**config.mk**
```make
export PLATFORM = sky130hd
export DESIGN_NAME = ddr2_line_responder_flat
export DESIGN_NICKNAME = d
export VERILOG_FILES = /design/src/rtl/ddr2_line_responder_pkg.sv /design/src/rtl/ddr2_line_responder_if.sv /design/src/rtl/ddr2_line_responder_req_fifo.sv /design/src/rtl/ddr2_line_responder.sv /design/src/flat_wrapper.sv
export SDC_FILE = /design/constraint.sdc
export NUM_CORES = 1
export LEC_CHECK = 0
export CELL_PAD_IN_SITES_DETAIL_PLACEMENT = 1
export CELL_PAD_IN_SITES_GLOBAL_PLACEMENT = 2
export CORE_MARGIN = 5
export CORE_UTILIZATION = 38
export CTS_CLUSTER_DIAMETER = 50
export DETAILED_ROUTE_END_ITERATION = 16
export PLACE_DENSITY = 0.88
export SYNTH_ARGS = -nofsm -noshare
export SYNTH_HDL_FRONTEND = slang
export SYNTH_SLANG_ARGS = --single-unit
```
**constraint.sdc**
```tcl
create_clock -name clk -period 10.6 [get_ports clk]
set_clock_uncertainty 0.15 [all_clocks]
set_input_delay 2.65 -clock clk [delete_from_list [all_inputs] [get_ports clk]]
set_output_delay 2.65 -clock clk [all_outputs]
set_load 0.01 [all_outputs]
```
**src/rtl/ddr2_line_responder_pkg.sv**
```systemverilog
// Shared types and constants for the DDR2 line responder.
// The read-watchdog build option is DDR2_RESP_TIMEOUT_EN; nothing here depends on it.
package ddr2_resp_pkg;

  typedef enum logic [1:0] {
    IDLE    = 2'd0,
    ISSUE   = 2'd1,
    WAIT_RD = 2'd2
  } state_t;

  localparam logic [2:0] CMD_WRITE = 3'b000;
  localparam logic [2:0] CMD_READ  = 3'b001;

  typedef struct packed {
    logic         read;
    logic [22:0]  line_addr;
    logic [127:0] data;
  } ddr2_req_t;

  // Returned in place of real data when a read is abandoned by the watchdog.
  localparam logic [127:0] DEADBEEF_LINE = {4{32'hDEADBEEF}};

  function automatic logic [26:0] line_to_byte_addr(input logic [22:0] line_addr);
    return {line_addr, 4'b0000};
  endfunction

endpackage

```
**src/rtl/ddr2_line_responder_if.sv**
```systemverilog
// Bus bundles for the responder: the cache-side line request port and the MIG user interface.
// Handshakes: a cache request is one cycle of ddr2_enable (no backpressure); MIG command and
// write-data beats transfer on app_en&app_rdy and app_wdf_wren&app_wdf_rdy respectively.
interface ddr2_cache_if;
  logic         ddr2_enable;
  logic         ddr2_read;
  logic [26:0]  ddr2_addr;
  logic [127:0] to_ddr2_data;
  logic         ddr2_available;
  logic [127:0] ddr2_data;

  modport master (
    output ddr2_enable, ddr2_read, ddr2_addr, to_ddr2_data,
    input  ddr2_available, ddr2_data
  );

  modport slave (
    input  ddr2_enable, ddr2_read, ddr2_addr, to_ddr2_data,
    output ddr2_available, ddr2_data
  );
endinterface

interface mig_ui_if;
  logic         init_calib_complete;
  logic [26:0]  app_addr;
  logic [2:0]   app_cmd;
  logic         app_en;
  logic         app_rdy;
  logic [127:0] app_wdf_data;
  logic         app_wdf_wren;
  logic         app_wdf_end;
  logic [15:0]  app_wdf_mask;
  logic         app_wdf_rdy;
  logic [127:0] app_rd_data;
  logic         app_rd_data_valid;

  modport master (
    output app_addr, app_cmd, app_en, app_wdf_data, app_wdf_wren, app_wdf_end, app_wdf_mask,
    input  init_calib_complete, app_rdy, app_wdf_rdy, app_rd_data, app_rd_data_valid
  );

  modport slave (
    input  app_addr, app_cmd, app_en, app_wdf_data, app_wdf_wren, app_wdf_end, app_wdf_mask,
    output init_calib_complete, app_rdy, app_wdf_rdy, app_rd_data, app_rd_data_valid
  );
endinterface

```
**src/rtl/ddr2_line_responder_req_fifo.sv**
```systemverilog
// Request FIFO between the cache port and the MIG issue FSM.
// A push into a full FIFO is accepted only when a pop happens in the same cycle.
module ddr2_req_fifo
  import ddr2_resp_pkg::*;
#(
  parameter int DEPTH = 4
) (
  input  logic      clk,
  input  logic      rstn,
  input  logic      i_push,
  input  ddr2_req_t i_req,
  input  logic      i_pop,
  output ddr2_req_t o_head,
  output logic      o_full,
  output logic      o_empty
);

  localparam int AW = (DEPTH > 1) ? $clog2(DEPTH) : 1;

  logic [AW-1:0] r_wr_ptr;
  logic [AW-1:0] r_rd_ptr;
  logic [AW:0]   r_count;
  ddr2_req_t     r_mem [DEPTH];

  logic w_do_pop;
  logic w_do_push;

  assign o_full    = (r_count == (AW+1)'(DEPTH));
  assign o_empty   = (r_count == '0);
  assign w_do_pop  = i_pop && !o_empty;
  assign w_do_push = i_push && (!o_full || w_do_pop);
  assign o_head    = r_mem[r_rd_ptr];

  always_ff @(posedge clk or negedge rstn) begin
    if (!rstn) begin
      r_wr_ptr <= '0;
      r_rd_ptr <= '0;
      r_count  <= '0;
    end else begin
      if (w_do_push) r_wr_ptr <= r_wr_ptr + 1'b1;
      if (w_do_pop)  r_rd_ptr <= r_rd_ptr + 1'b1;
      case ({w_do_push, w_do_pop})
        2'b10:   r_count <= r_count + 1'b1;
        2'b01:   r_count <= r_count - 1'b1;
        default: r_count <= r_count;
      endcase
    end
  end

  // Storage needs no reset: occupancy is tracked by the pointers and count.
  always_ff @(posedge clk) begin
    if (w_do_push) r_mem[r_wr_ptr] <= i_req;
  end

endmodule

```
**src/rtl/ddr2_line_responder.sv**
```systemverilog
// DDR2-side endpoint for the line cache: queues line reads/write-backs and issues them on the MIG UI.
// Optional read watchdog is compiled in with `define DDR2_RESP_TIMEOUT_EN.
module ddr2_line_responder
  import ddr2_resp_pkg::*;
#(
  parameter int DEPTH          = 4,
  parameter int TIMEOUT_CYCLES = 1023
) (
  input  logic          clk,
  input  logic          rstn,
  ddr2_cache_if.slave   cache,
  mig_ui_if.master      mig,
  output logic          err_overflow,
  output logic          err_timeout,
  output state_t        o_dbg_state
);

  state_t r_state, r_state_next;

  ddr2_req_t w_push_req;
  ddr2_req_t w_head;
  logic      w_full;
  logic      w_empty;
  logic      w_pop;
  logic      w_cmd_fire;
  logic      w_wdat_fire;
  logic      w_rd_capture;
  logic      w_tmo_fire;

  logic         r_is_read;
  logic [22:0]  r_line_addr;
  logic [127:0] r_wdata;
  logic         r_cmd_done;
  logic         r_wdat_done;
  logic         r_avail;
  logic [127:0] r_rdata;
  logic         r_err_ovf;

  assign w_push_req = '{read:      cache.ddr2_read,
                        line_addr: cache.ddr2_addr[26:4],
                        data:      cache.to_ddr2_data};

  ddr2_req_fifo #(.DEPTH(DEPTH)) u_req_fifo (
    .clk     (clk),
    .rstn    (rstn),
    .i_push  (cache.ddr2_enable),
    .i_req   (w_push_req),
    .i_pop   (w_pop),
    .o_head  (w_head),
    .o_full  (w_full),
    .o_empty (w_empty)
  );

`ifdef DDR2_RESP_TIMEOUT_EN
  localparam int TW = $clog2(TIMEOUT_CYCLES + 1);
  logic [TW-1:0] r_tmo_cnt;
  logic          r_err_tmo;

  always_ff @(posedge clk or negedge rstn) begin
    if (!rstn) begin
      r_tmo_cnt <= '0;
    end else if (r_state == WAIT_RD) begin
      r_tmo_cnt <= r_tmo_cnt + 1'b1;
    end else begin
      r_tmo_cnt <= '0;
    end
  end

  assign w_tmo_fire  = (r_state == WAIT_RD) && !mig.app_rd_data_valid &&
                       (r_tmo_cnt == TW'(TIMEOUT_CYCLES - 1));
  assign err_timeout = r_err_tmo;
`else
  logic w_unused_cfg;
  assign w_unused_cfg = (TIMEOUT_CYCLES != 0);
  assign w_tmo_fire   = 1'b0;
  assign err_timeout  = 1'b0;
`endif

  logic w_unused_addr;
  assign w_unused_addr = ^cache.ddr2_addr[3:0];

  always_ff @(posedge clk or negedge rstn) begin
    if (!rstn) r_state <= IDLE;
    else       r_state <= r_state_next;
  end

  always_comb begin
    r_state_next = r_state;
    w_pop        = 1'b0;
    w_cmd_fire   = 1'b0;
    w_wdat_fire  = 1'b0;
    w_rd_capture = 1'b0;
    case (r_state)
      IDLE: begin
        if (!w_empty && mig.init_calib_complete) begin
          w_pop        = 1'b1;
          r_state_next = ISSUE;
        end
      end
      ISSUE: begin
        // Command and write beat complete independently; leave once both have transferred.
        w_cmd_fire  = !r_cmd_done && mig.app_rdy;
        w_wdat_fire = !r_wdat_done && mig.app_wdf_rdy;
        if ((r_cmd_done || w_cmd_fire) && (r_wdat_done || w_wdat_fire)) begin
          r_state_next = r_is_read ? WAIT_RD : IDLE;
        end
      end
      WAIT_RD: begin
        if (mig.app_rd_data_valid) begin
          w_rd_capture = 1'b1;
          r_state_next = IDLE;
        end else if (w_tmo_fire) begin
          r_state_next = IDLE;
        end
      end
      default: r_state_next = IDLE;
    endcase
  end

  always_ff @(posedge clk or negedge rstn) begin
    if (!rstn) begin
      r_is_read   <= 1'b0;
      r_line_addr <= '0;
      r_wdata     <= '0;
      r_cmd_done  <= 1'b0;
      r_wdat_done <= 1'b0;
    end else if (w_pop) begin
      r_is_read   <= w_head.read;
      r_line_addr <= w_head.line_addr;
      r_wdata     <= w_head.data;
      r_cmd_done  <= 1'b0;
      r_wdat_done <= w_head.read;
    end else begin
      if (w_cmd_fire)  r_cmd_done  <= 1'b1;
      if (w_wdat_fire) r_wdat_done <= 1'b1;
    end
  end

  always_ff @(posedge clk or negedge rstn) begin
    if (!rstn) begin
      r_avail   <= 1'b0;
      r_rdata   <= '0;
      r_err_ovf <= 1'b0;
    end else begin
      r_avail <= 1'b0;
      if (w_rd_capture) begin
        r_avail <= 1'b1;
        r_rdata <= mig.app_rd_data;
      end else if (w_tmo_fire) begin
        r_avail <= 1'b1;
        r_rdata <= DEADBEEF_LINE;
      end
      if (cache.ddr2_enable && w_full && !w_pop) r_err_ovf <= 1'b1;
    end
  end

`ifdef DDR2_RESP_TIMEOUT_EN
  always_ff @(posedge clk or negedge rstn) begin
    if (!rstn)           r_err_tmo <= 1'b0;
    else if (w_tmo_fire) r_err_tmo <= 1'b1;
  end
`endif

  assign mig.app_en       = (r_state == ISSUE) && !r_cmd_done;
  assign mig.app_wdf_wren = (r_state == ISSUE) && !r_wdat_done;
  assign mig.app_wdf_end  = mig.app_wdf_wren;
  assign mig.app_wdf_mask = '0;
  assign mig.app_addr     = line_to_byte_addr(r_line_addr);
  assign mig.app_cmd      = r_is_read ? CMD_READ : CMD_WRITE;
  assign mig.app_wdf_data = r_wdata;

  assign cache.ddr2_available = r_avail;
  assign cache.ddr2_data      = r_rdata;
  assign err_overflow         = r_err_ovf;
  assign o_dbg_state          = r_state;

endmodule

```
**src/flat_wrapper.sv**
```systemverilog
// flat-port wrapper written by rule: the top's interface ports become plain ports
module ddr2_line_responder_flat import ddr2_resp_pkg::*;
#(
  parameter int DEPTH          = 4,
  parameter int TIMEOUT_CYCLES = 1023
)
  (clk, rstn, err_overflow, err_timeout, o_dbg_state, cache_ddr2_enable, cache_ddr2_read, cache_ddr2_addr, cache_to_ddr2_data, cache_ddr2_available, cache_ddr2_data, mig_app_addr, mig_app_cmd, mig_app_en, mig_app_wdf_data, mig_app_wdf_wren, mig_app_wdf_end, mig_app_wdf_mask, mig_init_calib_complete, mig_app_rdy, mig_app_wdf_rdy, mig_app_rd_data, mig_app_rd_data_valid);
  ddr2_cache_if cache_i ();
  mig_ui_if mig_i ();
  input  logic clk;
  input  logic rstn;
  output logic err_overflow;
  output logic err_timeout;
  output state_t o_dbg_state;
  input wire logic [$bits(cache_i.ddr2_enable)-1:0] cache_ddr2_enable;
  input wire logic [$bits(cache_i.ddr2_read)-1:0] cache_ddr2_read;
  input wire logic [$bits(cache_i.ddr2_addr)-1:0] cache_ddr2_addr;
  input wire logic [$bits(cache_i.to_ddr2_data)-1:0] cache_to_ddr2_data;
  output wire logic [$bits(cache_i.ddr2_available)-1:0] cache_ddr2_available;
  output wire logic [$bits(cache_i.ddr2_data)-1:0] cache_ddr2_data;
  output wire logic [$bits(mig_i.app_addr)-1:0] mig_app_addr;
  output wire logic [$bits(mig_i.app_cmd)-1:0] mig_app_cmd;
  output wire logic [$bits(mig_i.app_en)-1:0] mig_app_en;
  output wire logic [$bits(mig_i.app_wdf_data)-1:0] mig_app_wdf_data;
  output wire logic [$bits(mig_i.app_wdf_wren)-1:0] mig_app_wdf_wren;
  output wire logic [$bits(mig_i.app_wdf_end)-1:0] mig_app_wdf_end;
  output wire logic [$bits(mig_i.app_wdf_mask)-1:0] mig_app_wdf_mask;
  input wire logic [$bits(mig_i.init_calib_complete)-1:0] mig_init_calib_complete;
  input wire logic [$bits(mig_i.app_rdy)-1:0] mig_app_rdy;
  input wire logic [$bits(mig_i.app_wdf_rdy)-1:0] mig_app_wdf_rdy;
  input wire logic [$bits(mig_i.app_rd_data)-1:0] mig_app_rd_data;
  input wire logic [$bits(mig_i.app_rd_data_valid)-1:0] mig_app_rd_data_valid;
  assign cache_i.ddr2_enable = cache_ddr2_enable;
  assign cache_i.ddr2_read = cache_ddr2_read;
  assign cache_i.ddr2_addr = cache_ddr2_addr;
  assign cache_i.to_ddr2_data = cache_to_ddr2_data;
  assign cache_ddr2_available = cache_i.ddr2_available;
  assign cache_ddr2_data = cache_i.ddr2_data;
  assign mig_app_addr = mig_i.app_addr;
  assign mig_app_cmd = mig_i.app_cmd;
  assign mig_app_en = mig_i.app_en;
  assign mig_app_wdf_data = mig_i.app_wdf_data;
  assign mig_app_wdf_wren = mig_i.app_wdf_wren;
  assign mig_app_wdf_end = mig_i.app_wdf_end;
  assign mig_app_wdf_mask = mig_i.app_wdf_mask;
  assign mig_i.init_calib_complete = mig_init_calib_complete;
  assign mig_i.app_rdy = mig_app_rdy;
  assign mig_i.app_wdf_rdy = mig_app_wdf_rdy;
  assign mig_i.app_rd_data = mig_app_rd_data;
  assign mig_i.app_rd_data_valid = mig_app_rd_data_valid;
  ddr2_line_responder #(.DEPTH(DEPTH), .TIMEOUT_CYCLES(TIMEOUT_CYCLES)) u_core (.clk(clk), .rstn(rstn), .cache(cache_i), .mig(mig_i), .err_overflow(err_overflow), .err_timeout(err_timeout), .o_dbg_state(o_dbg_state));
endmodule
```
# [Word-level counts from Yosys, hierarchy flattened]
# Memory sizes are Yosys's and may differ from the RTL's.
# Cells that the tools add are included.
[totals] regBits=293 elab_cells=69 out_inout_bits=310 memories=1 inputBits=291 mem_bits_rw=608
[memory_table] memory="u_core.u_req_fifo.r_mem" depth=4 word_bits=152 read_ports=1 rd_ports_with_merged_regs=0 wr=1 line_no="ddr2_line_responder_req_fifo.sv:23" source="ddr2_req_t r_mem [DEPTH];"
[classes] n_reduce_logical=24 eq_ne=8 addsub=4 n_mux=20
[ops] operator="1-bit two-way mux" count=14
[ops] operator="1-bit logical AND" count=10
[ops] operator="2-bit two-way mux" count=4
[ops] operator="2-bit case mux with 3 select lines" count=1
[ops] operator="3-bit case mux with 2 select lines" count=1
[ops] operator="2-bit nonzero test" count=3
[ops] operator="1-bit logical NOT" count=5
[ops] operator="2-bit by 1-bit adder with 2-bit output (second input constant)" count=2
[ops] operator="2-bit by 1-bit equality test with 1-bit output (second input constant)" count=2
[ops] operator="2-bit equality test (second input constant)" count=2
[ops] operator="2-bit by 1-bit inequality test with 1-bit output (second input constant)" count=2
[ops] operator="3-bit by 1-bit adder with 3-bit output (second input constant)" count=1
[ops] operator="3-bit equality test (second input constant)" count=1
[ops] operator="3-bit logical NOT" count=1
[ops] operator="1-bit logical OR" count=3
[ops] operator="3-bit AND reduction" count=1
[ops] operator="3-bit by 1-bit subtractor with 3-bit output (second input constant)" count=1
[ops] operator="2-bit logical NOT" count=1
[ops] operator="2-bit inequality test (second input constant)" count=1

# [Logic depth before layout (Yosys ltp)]
# Gate-level depths: netlist of the first run.
[depth] word_depth=10 depth_mapped=10 mapped_depth_nobuf=8

# [Modules after synthesis]
# A second synthesis of the first run with hierarchy kept.
[hier_totals] hier_cells=1811 hier_area_um2=33323.2
[modules_own_cells] mod="ddr2_req_fifo" cells_per_inst=848 area_per_inst_um2=22391.5 instances=1
[modules_own_cells] mod="ddr2_line_responder" cells_per_inst=963 area_per_inst_um2=10931.7 instances=1

# [Worst setup path before layout of the first run]
# Ideal clock, no wire load.
[synth_path] path_type="input to register" from="input mig_init_calib_complete" to="memory u_core.u_req_fifo.r_mem[0][0] in the netlist's numbering, enable pin" setup_slack_ps=2875 arrival_ps=7045 cell_stages=4 setup_ps=530 n_path_buf=1 cell_sequence="or3b_1 > buf_2 > a31oi_1 > and2_1"
[synth_via] elab_chain_len=8
[synth_lines] element="start: declaration" line_no="flat_wrapper.sv:28" source="input wire logic [$bits(mig_i.init_calib_complete)-1:0] mig_init_calib_complete;"
[synth_lines] element="1-bit logical AND" line_no="ddr2_line_responder.sv:95" source="if (!w_empty && mig.init_calib_complete) begin"
[synth_lines] element="1-bit two-way mux" line_no="ddr2_line_responder.sv:95"
[synth_lines] element="1-bit two-way mux" line_no="ddr2_line_responder.sv:93" source="case (r_state)"
[synth_lines] element="1-bit logical AND" line_no="ddr2_line_responder_req_fifo.sv:30" source="assign w_do_pop = i_pop && !o_empty;"
[synth_lines] element="1-bit logical OR" line_no="ddr2_line_responder_req_fifo.sv:31" source="assign w_do_push = i_push && (!o_full || w_do_pop);"
[synth_lines] element="1-bit logical AND" line_no="ddr2_line_responder_req_fifo.sv:31"
[synth_lines] element="1-bit two-way mux" line_no="ddr2_line_responder_req_fifo.sv:52" source="if (w_do_push) r_mem[r_wr_ptr] <= i_req;"
[synth_lines] element="1-bit two-way mux (implied by the code)" line_no="ddr2_line_responder_req_fifo.sv:52"
[synth_lines] element="end: declaration" line_no="ddr2_line_responder_req_fifo.sv:23"
# No other way between the ends.

# [Worst setup path in the final report of the first run]
[layout_path] from="input mig_init_calib_complete" to="memory u_core.u_req_fifo.r_mem[2][148] in the netlist's numbering, enable pin"
# Same word-level chain as after synthesis.

==> qor.csv, run 1 <==
metric,value,unit
gr usage total,0.192,
layout cells sized above 1,0.123,
hold buffers post-CTS,0,
first-pass GRT wire length,138000,µm
worst hold stages,2,
highest ir drop seen on vdd,188,µV
combinational share of power,0.311,
"CP delay by family, top",simple AND/OR/NAND/NOR gates,
die area,0.0935,mm²
clock-pin slew on the worst setup and hold paths,0.05,ns
Setup CP Type,input port to flip-flop,
reg2reg setup slack,6.72,ns
Worst Tran Pin Value,1.19,ns
Cells after Synth,2079,
# H-tree levels,3,
final critical-path share of the clock period,0.556,
routed wire length,91100,µm
worst reg2reg path depth,4,
CTS Sinks,901,
fmax,170,MHz
Mapped Area,0.0332,mm²
most frequent cells in the layout,"nand2_1, edfxtp_1, clkdlybuf4s50_1",
# rows,108,
placed cell count,3725,
register area share after synthesis,0.770,
Core Area,0.0868,mm²
Multi-input gate area,0.00706,mm²
drt pass-1 iters,5,
nets@finish,2970,
Routed WL per cell,23.2,µm
die height,306,µm
endpoint of the worst register-to-register path,u_core.u_req_fifo.r_mem[2][148],
synth warn,0,
pins over their slew limit,0,
Leak,0.0168,µW
Iteration-0 DRC Markers,1180,
Worst R2R Start,u_core.o_dbg_state[0],
initial antenna violation count,23,
P&R area growth vs syn,30.7,%
clock buffers created by TritonCTS,102,
largest net degree at the start of global routing,153,
Syn Area/Cell,16.0,µm²
Final min period,5.89,ns
PostCTS Resize Cnt,0,
drc violations,0,
Net Sw Frac,0.315,
final hold violation count,0,
Final TNS setup,0,ns
P_sw,4040,µW
"Setup Fix Bufs, Post-CTS",0,
Die Wd,306,µm
"most common cell after layout, fill and taps aside",nand2_1,
filler instances,8367,
Synth cell types,36,
DRT antenna net count,0,
port bufs,573,
CTS root buf,clkbuf_16,
pwr dens,295,mW/mm²
Post-Place Worst Slack,3.99,ns
status,finished clean,
"critical path fanouts, max",99,
internal power,8790,µW
RSZ-0062 raised after global routing,false,
fraction of power consumed by the clock network,0.271,
fin cells,3926,
WHS Endpoint,u_core.cache.ddr2_data[119],
TritonCTS clock tree,built,
worst hold-check path type,flip-flop to flip-flop,
GRT overflow,0,
Critical-path top delay cell,and2_4,
Initial Util,0.383,
#FFs+latches synth,901,
final core utilization,0.501,
Crit path arrival time,6.00,ns
DR vias,19306,
# IOs,601,
critical-path cell list,clkdlybuf4s50_1 -> or3b_1 -> a31oi_1 -> and2_4 -> buf_12,
CP endpoint kind,flip-flop,
max_slew headroom,0.203,
max cap viols,0,
routability cong.,0.796,
register area,0.0256,mm²
# setup viols final,0,
"slowest stage delay, CP",0.90,ns
Worst-Skew Late Latency,0.65,ns
"crit path setup slack, layout",4.71,ns
Critical Path RT,10.71,ns
vias in the first global route,21949,
Max clock buf depth,3,
CP Launch Type,input port,
hold path startpoint,u_core.cache.ddr2_data[119],
vias per cell,4.92,
sequential power share,0.418,
crit path buf inv count,2,
post-detail-place hpwl,57000,µm
tightest hold or removal path, delay by kind of cell (launching register included):
family | cells | cell delay [ns]
and+or+nand+nor | 2 | 0.10
DFF | 1 | 0.33
state kept, by name, indices dropped and copies added, names as in the netlist:
name,count
u_core.cache.ddr2_data,128
u_core.u_req_fifo.r_rd_ptr,2
u_core.u_req_fifo.r_wr_ptr,2
u_core.o_dbg_state,2
u_core.r_is_read,1
u_core.err_overflow,1
u_core.u_req_fifo.r_mem,608
u_core.mig.app_wdf_data,128
u_core.r_wdat_done,1
u_core.r_cmd_done,1
u_core.u_req_fifo.r_count,3
u_core.cache.ddr2_available,1
u_core.r_line_addr,23
metrics by stage:
step | instance area (µm²) | total power (µW) | hold WS (ns)
global placement | 40100 | 9320 | 0.308
global route | 43500 | 13500 | 0.345
CTS | 43400 | 13100 | 0.325
detailed placement | 40100 | 9520 | 0.311
finish | 43500 | 12800 | 0.320
floorplan | 33300 | 7450 | 0.319
cell families (layout without fill, tap and decap cells):
kind of cell             Yosys count  after routing  synth area share
flip-flops                       901            901             0.770
multiplexers                     152            152             0.103
AND/OR/NAND/NOR                  870            870            0.0994
buffers and inverters            129            789            0.0211
adder cells (fa/ha/maj)            5              5           0.00211
other                              1             33          0.000113
AO/OA/AOI/OAI                     17             17           0.00350
XOR/XNOR                           4              4           0.00105
routing by layer:
metal	global-route usage	routed length [µm]
met5	0	167
met4	0.0590	2320
met3	0.0629	7290
met2	0.335	46700
met1	0.226	34600
power by group through the flow:
| stage | clock [µW] | combinational, µW | sequential [µW] |
|---|---|---|---|
| 6_report | 3470 | 3990 | 5360 |
| 3_3_place_gp | 0 | 3960 | 5360 |
| 4_1_cts | 3570 | 4110 | 5380 |
| 2_1_floorplan | 0 | 1900 | 5540 |
| 3_5_place_dp | 0 | 4080 | 5430 |
| 5_1_grt | 3740 | 4330 | 5470 |
synth_stat cells:
library cell    n  area, µm²
and2_1          4       25.0
nand3_1         1       5.00
or3b_1          1       8.76
clkbuf_1       38        143
xnor2_1         3       26.3
or2_2           1       6.26
xor2_1          1       8.76
nor2_1         10       37.5
o22a_1          1       8.76
a31oi_1         1       6.26
o32ai_1         1       8.76
a21oi_2         1       8.76
buf_2          47        235
o21ai_0         6       30.0
ha_1            4       50.1
nand2_1       844       3170
conb_1          1       3.75
nor3_1          2       10.0
a21oi_1         2       10.0
or3_1           1       6.26
nand2b_1        4       25.0
a2111oi_0       1       8.76
a41o_1          1       10.0
edfxtp_1      608      18300
inv_1           7       26.3
nor3b_1         1       7.51
buf_1           3       11.3
buf_4          26        195
nor2b_1         1       6.26
buf_6           8       90.1
a21o_1          1       7.51
mux4_2        152       3420
a2bb2oi_1       1       8.76
fa_1            1       20.0
dfrtp_1       293       7330
o311ai_0        1       8.76
worst max-delay path by stage:
stage	from	end	slack (ns)	cells past startpoint
detailed placement	mig_init_calib_complete	u_core.u_req_fifo.r_mem[2][141]	3.99	5
global route	mig_init_calib_complete	u_core.u_req_fifo.r_mem[2][140]	4.52	5
CTS	mig_init_calib_complete	u_core.u_req_fifo.r_mem[2][19]	4.69	5
floorplan	mig_init_calib_complete	u_core.u_req_fifo.r_mem[0][0]	2.87	4
global placement	mig_init_calib_complete	u_core.u_req_fifo.r_mem[2][141]	4.13	5
finish	mig_init_calib_complete	u_core.u_req_fifo.r_mem[2][148]	4.71	5
area by class of cell:
cell class | instances | area share
Antenna cell | 10 | 0.000576
Clock buffer | 142 | 0.0672
Clock inverter | 49 | 0.0104
Inverter | 7 | 0.000662
Multi-Input combinational cell | 1071 | 0.163
Sequential cell | 901 | 0.589
Tap cell | 1155 | 0.0333
Timing Repair Buffer | 591 | 0.136
No activity file was read; power rests on OpenSTA's default activity.
==> run 2, diff against run 1 <==
- CORE_UTILIZATION: 38 -> 37
- PLACE_DENSITY: 0.88 -> 0.86
- clock period: 10.6 -> 5.8 ns (I/O delays scaled with it)
==> qor.csv, run 2 (synthesis results as in run 1) <==
metric,value,unit,change
Hold WS,0.325,ns,+0.00480 ns
"critical path fanouts, max",33,,-67%
routability cong.,0.849,,+6.7%
Biggest register,u_core.u_req_fifo.r_mem,,
dpl cell area,0.0403,mm²,+0.60%
worst hold-check path type,flip-flop to flip-flop,,
combinational share of power,0.308,,-0.003
first-pass GRT wire length,138000,µm,-0.16%
Critical Path RT,5.95,ns,-4.76 ns
pwr dens,547,mW/mm²,+85%
top sig layer,met5,,
Post-Place Worst Slack,0.937,ns,-3.05 ns
fraction of power consumed by the clock network,0.286,,+0.015
highest ir drop seen on vdd,290,µV,+54%
vias per cell,4.92,,+0.11%
PostCTS Resize Cnt,0,,unchanged
GRT overflow,0,,unchanged
internal power,16500,µW,+88%
crit path from,mig_init_calib_complete,,
Routed WL per cell,23.5,µm,+1.4%
"slowest stage delay, CP",0.68,ns,-0.22 ns
CTS Sinks,901,,unchanged
Max clock buf depth,3,,unchanged
post-detail-place hpwl,58900,µm,+3.3%
Critical-path top delay cell,a31oi_1,,
Worst Tran Pin Value,1.08,ns,-0.118 ns
crit path buf inv count,2,,unchanged
status,finished clean,,
Net Sw Frac,0.315,,+0.000705
layout cells sized above 1,0.135,,+0.0122
final hold violation count,0,,unchanged
CP Launch Type,input port,,
Setup CP Type,input port to flip-flop,,
CP endpoint,u_core.u_req_fifo.r_mem[3][129],,
met2 routed WL,47000,µm,+0.78%
sequential power share,0.406,,-0.012
"most common cell after layout, fill and taps aside",nand2_1,,
RSZ-0062 raised after global routing,false,,
DRT antenna net count,0,,unchanged
Final TNS setup,0,ns,unchanged
Worst-Skew Late Latency,0.66,ns,about the same
drt pass-1 iters,4,,-1
final critical-path share of the clock period,0.724,,
hold buffers post-CTS,0,,unchanged
port bufs,573,,unchanged
max_slew headroom,0.282,,+0.0789
"Design Area, Final",0.0441,mm²,+1.4%
gr usage total,0.190,,-0.00191
WP depth,5,,unchanged
final core utilization,0.492,,-0.00908
nets@finish,2987,,+0.57%
die area,0.0959,mm²,+2.6%
# setup viols final,0,,unchanged
# rows,110,,+1.9%
Core Area,0.0896,mm²,+3.3%
max reg flops,608,,unchanged
P_sw,7600,µW,+88%
Final min period,4.20,ns,
most frequent cells in the layout,"nand2_1, edfxtp_1, clkdlybuf4s50_1",,
Worst R2R Start,u_core.o_dbg_state[0],,
clock buffers created by TritonCTS,107,,+4.9%
TritonCTS clock tree,built,,
clock-pin slew on the worst setup and hold paths,0.05,ns,about the same
Iteration-0 DRC Markers,1253,,+6.2%
drc violations,0,,unchanged
CTS root buf,clkbuf_16,,
"Setup Fix Bufs, Post-CTS",0,,unchanged
# H-tree levels,3,,unchanged
Leak,0.0170,µW,+1.7%
DR vias,19579,,+1.4%
endpoint of the worst register-to-register path,u_core.u_req_fifo.r_mem[3][129],,
routed length on met1,35600,µm,+2.9%
reg2reg setup slack,2.36,ns,-4.36 ns
routed wire length,93600,µm,+2.8%
vias in the first global route,21797,,-0.69%
initial antenna violation count,32,,+39%
critical-path cell list,clkdlybuf4s50_1 -> or3b_1 -> a31oi_1 -> and2_4 -> buf_4,,
largest net degree at the start of global routing,156,,+2.0%
fmax,238,MHz,
"CP delay by family, top",simple AND/OR/NAND/NOR gates,,
met3 wire len,7890,µm,+8.2%
worst reg2reg path depth,4,,unchanged
pins over their slew limit,0,,unchanged
"crit path setup slack, layout",1.60,ns,-3.11 ns
P&R area growth vs syn,32.6,%,
CP endpoint kind,flip-flop,,
Die Wd,310,µm,+1.3%
die height,310,µm,+1.3%
max cap viols,0,,unchanged
# IOs,601,,unchanged
Crit path arrival time,4.35,ns,-1.65 ns
Initial Util,0.371,,-0.0122
-- run 2: layout make-up --
cell class	instances	area, µm²
multi-input combinational	1071	7060
antenna	16	40.0
tap	1176	1470
inverter	7	28.8
fill	8657	45500
timing repair buffer	603	6140
clock inverter	65	761
clock buffer	138	2970
sequential	901	25600
-- run 2: worst min-delay path by stage --
stage                                      startpoint                          end  slack (ns)  depth (start not counted)
after floorplan                      u_core.r_is_read             u_core.r_is_read        0.32                          2
after global placement    u_core.mig.app_wdf_data[67]  u_core.mig.app_wdf_data[67]        0.31                          2
after detailed placement  u_core.mig.app_wdf_data[29]  u_core.mig.app_wdf_data[29]        0.31                          2
after CTS                 u_core.mig.app_wdf_data[74]  u_core.mig.app_wdf_data[74]        0.33                          2
after global routing       u_core.cache.ddr2_data[78]   u_core.cache.ddr2_data[78]        0.35                          2
final                      u_core.cache.ddr2_data[56]   u_core.cache.ddr2_data[56]        0.32                          2
-- run 2: worst min-delay path, cell delays in order, from the launching register on --
cell     delay, ns
dfrtp_1       0.34
nand2_1       0.05
nand2_1       0.05
-- run 2: metrics by stage --
stage | std cells | power [µW]
3_3_place_gp | 3758 | 17100
3_5_place_dp | 3758 | 17400
5_1_grt | 3971 | 25300
6_report | 3977 | 24100
2_1_floorplan | 2101 | 13500
4_1_cts | 3961 | 24400
-- run 2: layer usage --
metal  vias up  global-route usage
met4        30              0.0632
li1       8615                   -
met5         -                   0
met2       695               0.329
met1     10054               0.224
met3       185              0.0640
-- run 2: power groups by stage --
stage | sequential, µW | clock, µW | combinational [µW]
after floorplan | 10100 | 0 | 3480
after global placement | 9730 | 0 | 7320
after detailed placement | 9890 | 0 | 7530
after CTS | 9800 | 7050 | 7600
after global routing | 9950 | 7370 | 8030
final | 9780 | 6900 | 7410
==> run 3, diff against run 2 <==
- CORE_UTILIZATION: 37 -> 34
- PLACE_DENSITY: 0.86 -> 0.84
- clock period: 5.8 -> 3.8 ns (I/O delays scaled with it)
==> qor.csv, run 3 (synthesis results as in run 1) <==
metric,value,unit,change
status,finished clean,,
Die Wd,323,µm,+4.2%
# setup viols final,0,,unchanged
TritonCTS clock tree,built,,
RSZ-0062 raised after global routing,false,,
PostCTS Resize Cnt,0,,unchanged
vias in the first global route,22276,,+2.2%
die area,0.104,mm²,+8.5%
pwr dens,829,mW/mm²,+52%
most frequent cells in the layout,"nand2_1, edfxtp_1, clkdlybuf4s50_1",,
drc violations,0,,unchanged
critical-path cell list,nand2b_1 -> nor2_1 -> clkdlybuf4s50_1,,
"critical path fanouts, max",7,,-79%
dpl cell area,0.0411,mm²,+2.0%
Iteration-0 DRC Markers,1090,,-13%
initial antenna violation count,34,,+6.3%
nets@finish,3034,,+1.6%
"slowest stage delay, CP",0.65,ns,-0.03 ns
# rows,114,,+3.6%
"Design Area, Final",0.0448,mm²,+1.7%
Worst Tran Pin Value,0.980,ns,-0.0962 ns
Crit path arrival time,2.41,ns,-1.94 ns
Setup CP Type,flip-flop to primary output,,
DRT antenna net count,0,,unchanged
P&R area growth vs syn,34.8,%,
placed cell count,3904,,+3.9%
Core Area,0.0969,mm²,+8.1%
Critical-path top delay cell,clkdlybuf4s50_1,,
hold buffers post-CTS,0,,unchanged
drt pass-1 iters,4,,unchanged
highest ir drop seen on vdd,522,µV,+80%
port bufs,573,,unchanged
post-detail-place hpwl,63300,µm,+7.5%
CTS root buf,clkbuf_16,,
first-pass GRT wire length,143000,µm,+3.4%
Max clock buf depth,3,,unchanged
CTS Sinks,901,,unchanged
worst hold-check path type,input port to asynchronous set/reset pin,,
Initial Util,0.343,,-0.0278
Worst-Skew Late Latency,0.67,ns,about the same
Final TNS setup,0,ns,unchanged
pins over their slew limit,0,,unchanged
clock-pin slew on the worst setup and hold paths,0.06,ns,about the same
CP endpoint kind,primary output,,
max_slew headroom,0.346,,+0.0641
Critical Path RT,2.70,ns,-3.25 ns
routability cong.,0.802,,-5.5%
layout cells sized above 1,0.147,,+0.0119
"most common cell after layout, fill and taps aside",nand2_1,,
routed wire length,95200,µm,+1.7%
final hold violation count,0,,unchanged
fin cells,4120,,+3.6%
Biggest register,u_core.u_req_fifo.r_mem,,
crit path buf inv count,1,,-1
fmax,285,MHz,
largest net degree at the start of global routing,156,,unchanged
Final min period,3.51,ns,
gr usage total,0.180,,-0.00929
# IOs,601,,unchanged
clock buffers created by TritonCTS,108,,+0.93%
Leak,0.0174,µW,+1.9%
GRT overflow,0,,unchanged
DR vias,19678,,+0.51%
vias per cell,4.78,,-3.0%
die height,323,µm,+4.2%
"CP delay by family, top",buffers and inverters,,
max cap viols,0,,unchanged
max reg flops,608,,unchanged
CP Launch Type,flip-flop,,
final critical-path share of the clock period,0.924,,
Routed WL per cell,23.1,µm,-1.8%
"Setup Fix Bufs, Post-CTS",0,,unchanged
# H-tree levels,3,,unchanged
[run 3: cell count changes in the layout (fill, tap and decap cells not counted), sizes merged]
cell and delta:
clkinv +7, diode -4, clkinvlp -5, clkbuf -6, buf +46, inv +4
bufinv +1
[run 3: power breakdown]
group / internal (µW) / switching (µW) / leakage (µW)
combinational: 5850 / 6010 / 0.00633
clock: 6200 / 4230 / 0.00180
sequential: 13500 / 1410 / 0.00924
[run 3: area by class of cell]
type                       count  area [µm²]
fill                        9515       52000
timing repair buffer         649        6840
clock buffer                 132        2910
multi-input combinational   1071        7060
inverter                       7        28.8
antenna                       12        30.0
sequential                   901       25600
clock inverter                72         761
tap                         1276        1600
[run 3: final timing paths]
kind,cells after the start,startpoint,to,slack (ns)
setup / recovery,3,u_core.o_dbg_state[1],mig_app_en,0.29
min in group clk,1,u_core.err_overflow,u_core.err_overflow,0.32
hold reg to reg,1,u_core.err_overflow,u_core.err_overflow,0.32
setup reg to reg,6,u_core.o_dbg_state[0],u_core.u_req_fifo.r_count[1],1.01
max in group asynchronous,2,rstn,u_core.u_req_fifo.r_rd_ptr[0],2.34
hold / removal,1,rstn,u_core.mig.app_wdf_data[57],0.13
[run 3: through the flow]
stage               hold WS [ns]  worst slack, ns  utilization  total power (µW)
CTS                        0.101            0.208        0.462             37800
finish                     0.129            0.288        0.463             37200
global placement           0.308            0.308        0.425             26600
global route               0.144            0.173        0.463             39200
floorplan                  0.319           -0.549            -             20600
detailed placement         0.307            0.248        0.425             27100
[run 3: metal layers]
layer / share of wire / vias up / global-route usage
li1: - / 8694 / -
met1: 0.38 / 10157 / 0.211
met2: 0.51 / 643 / 0.319
met3: 0.091 / 154 / 0.0664
met4: 0.018 / 30 / 0.0421
met5: 0.0022 / - / 0
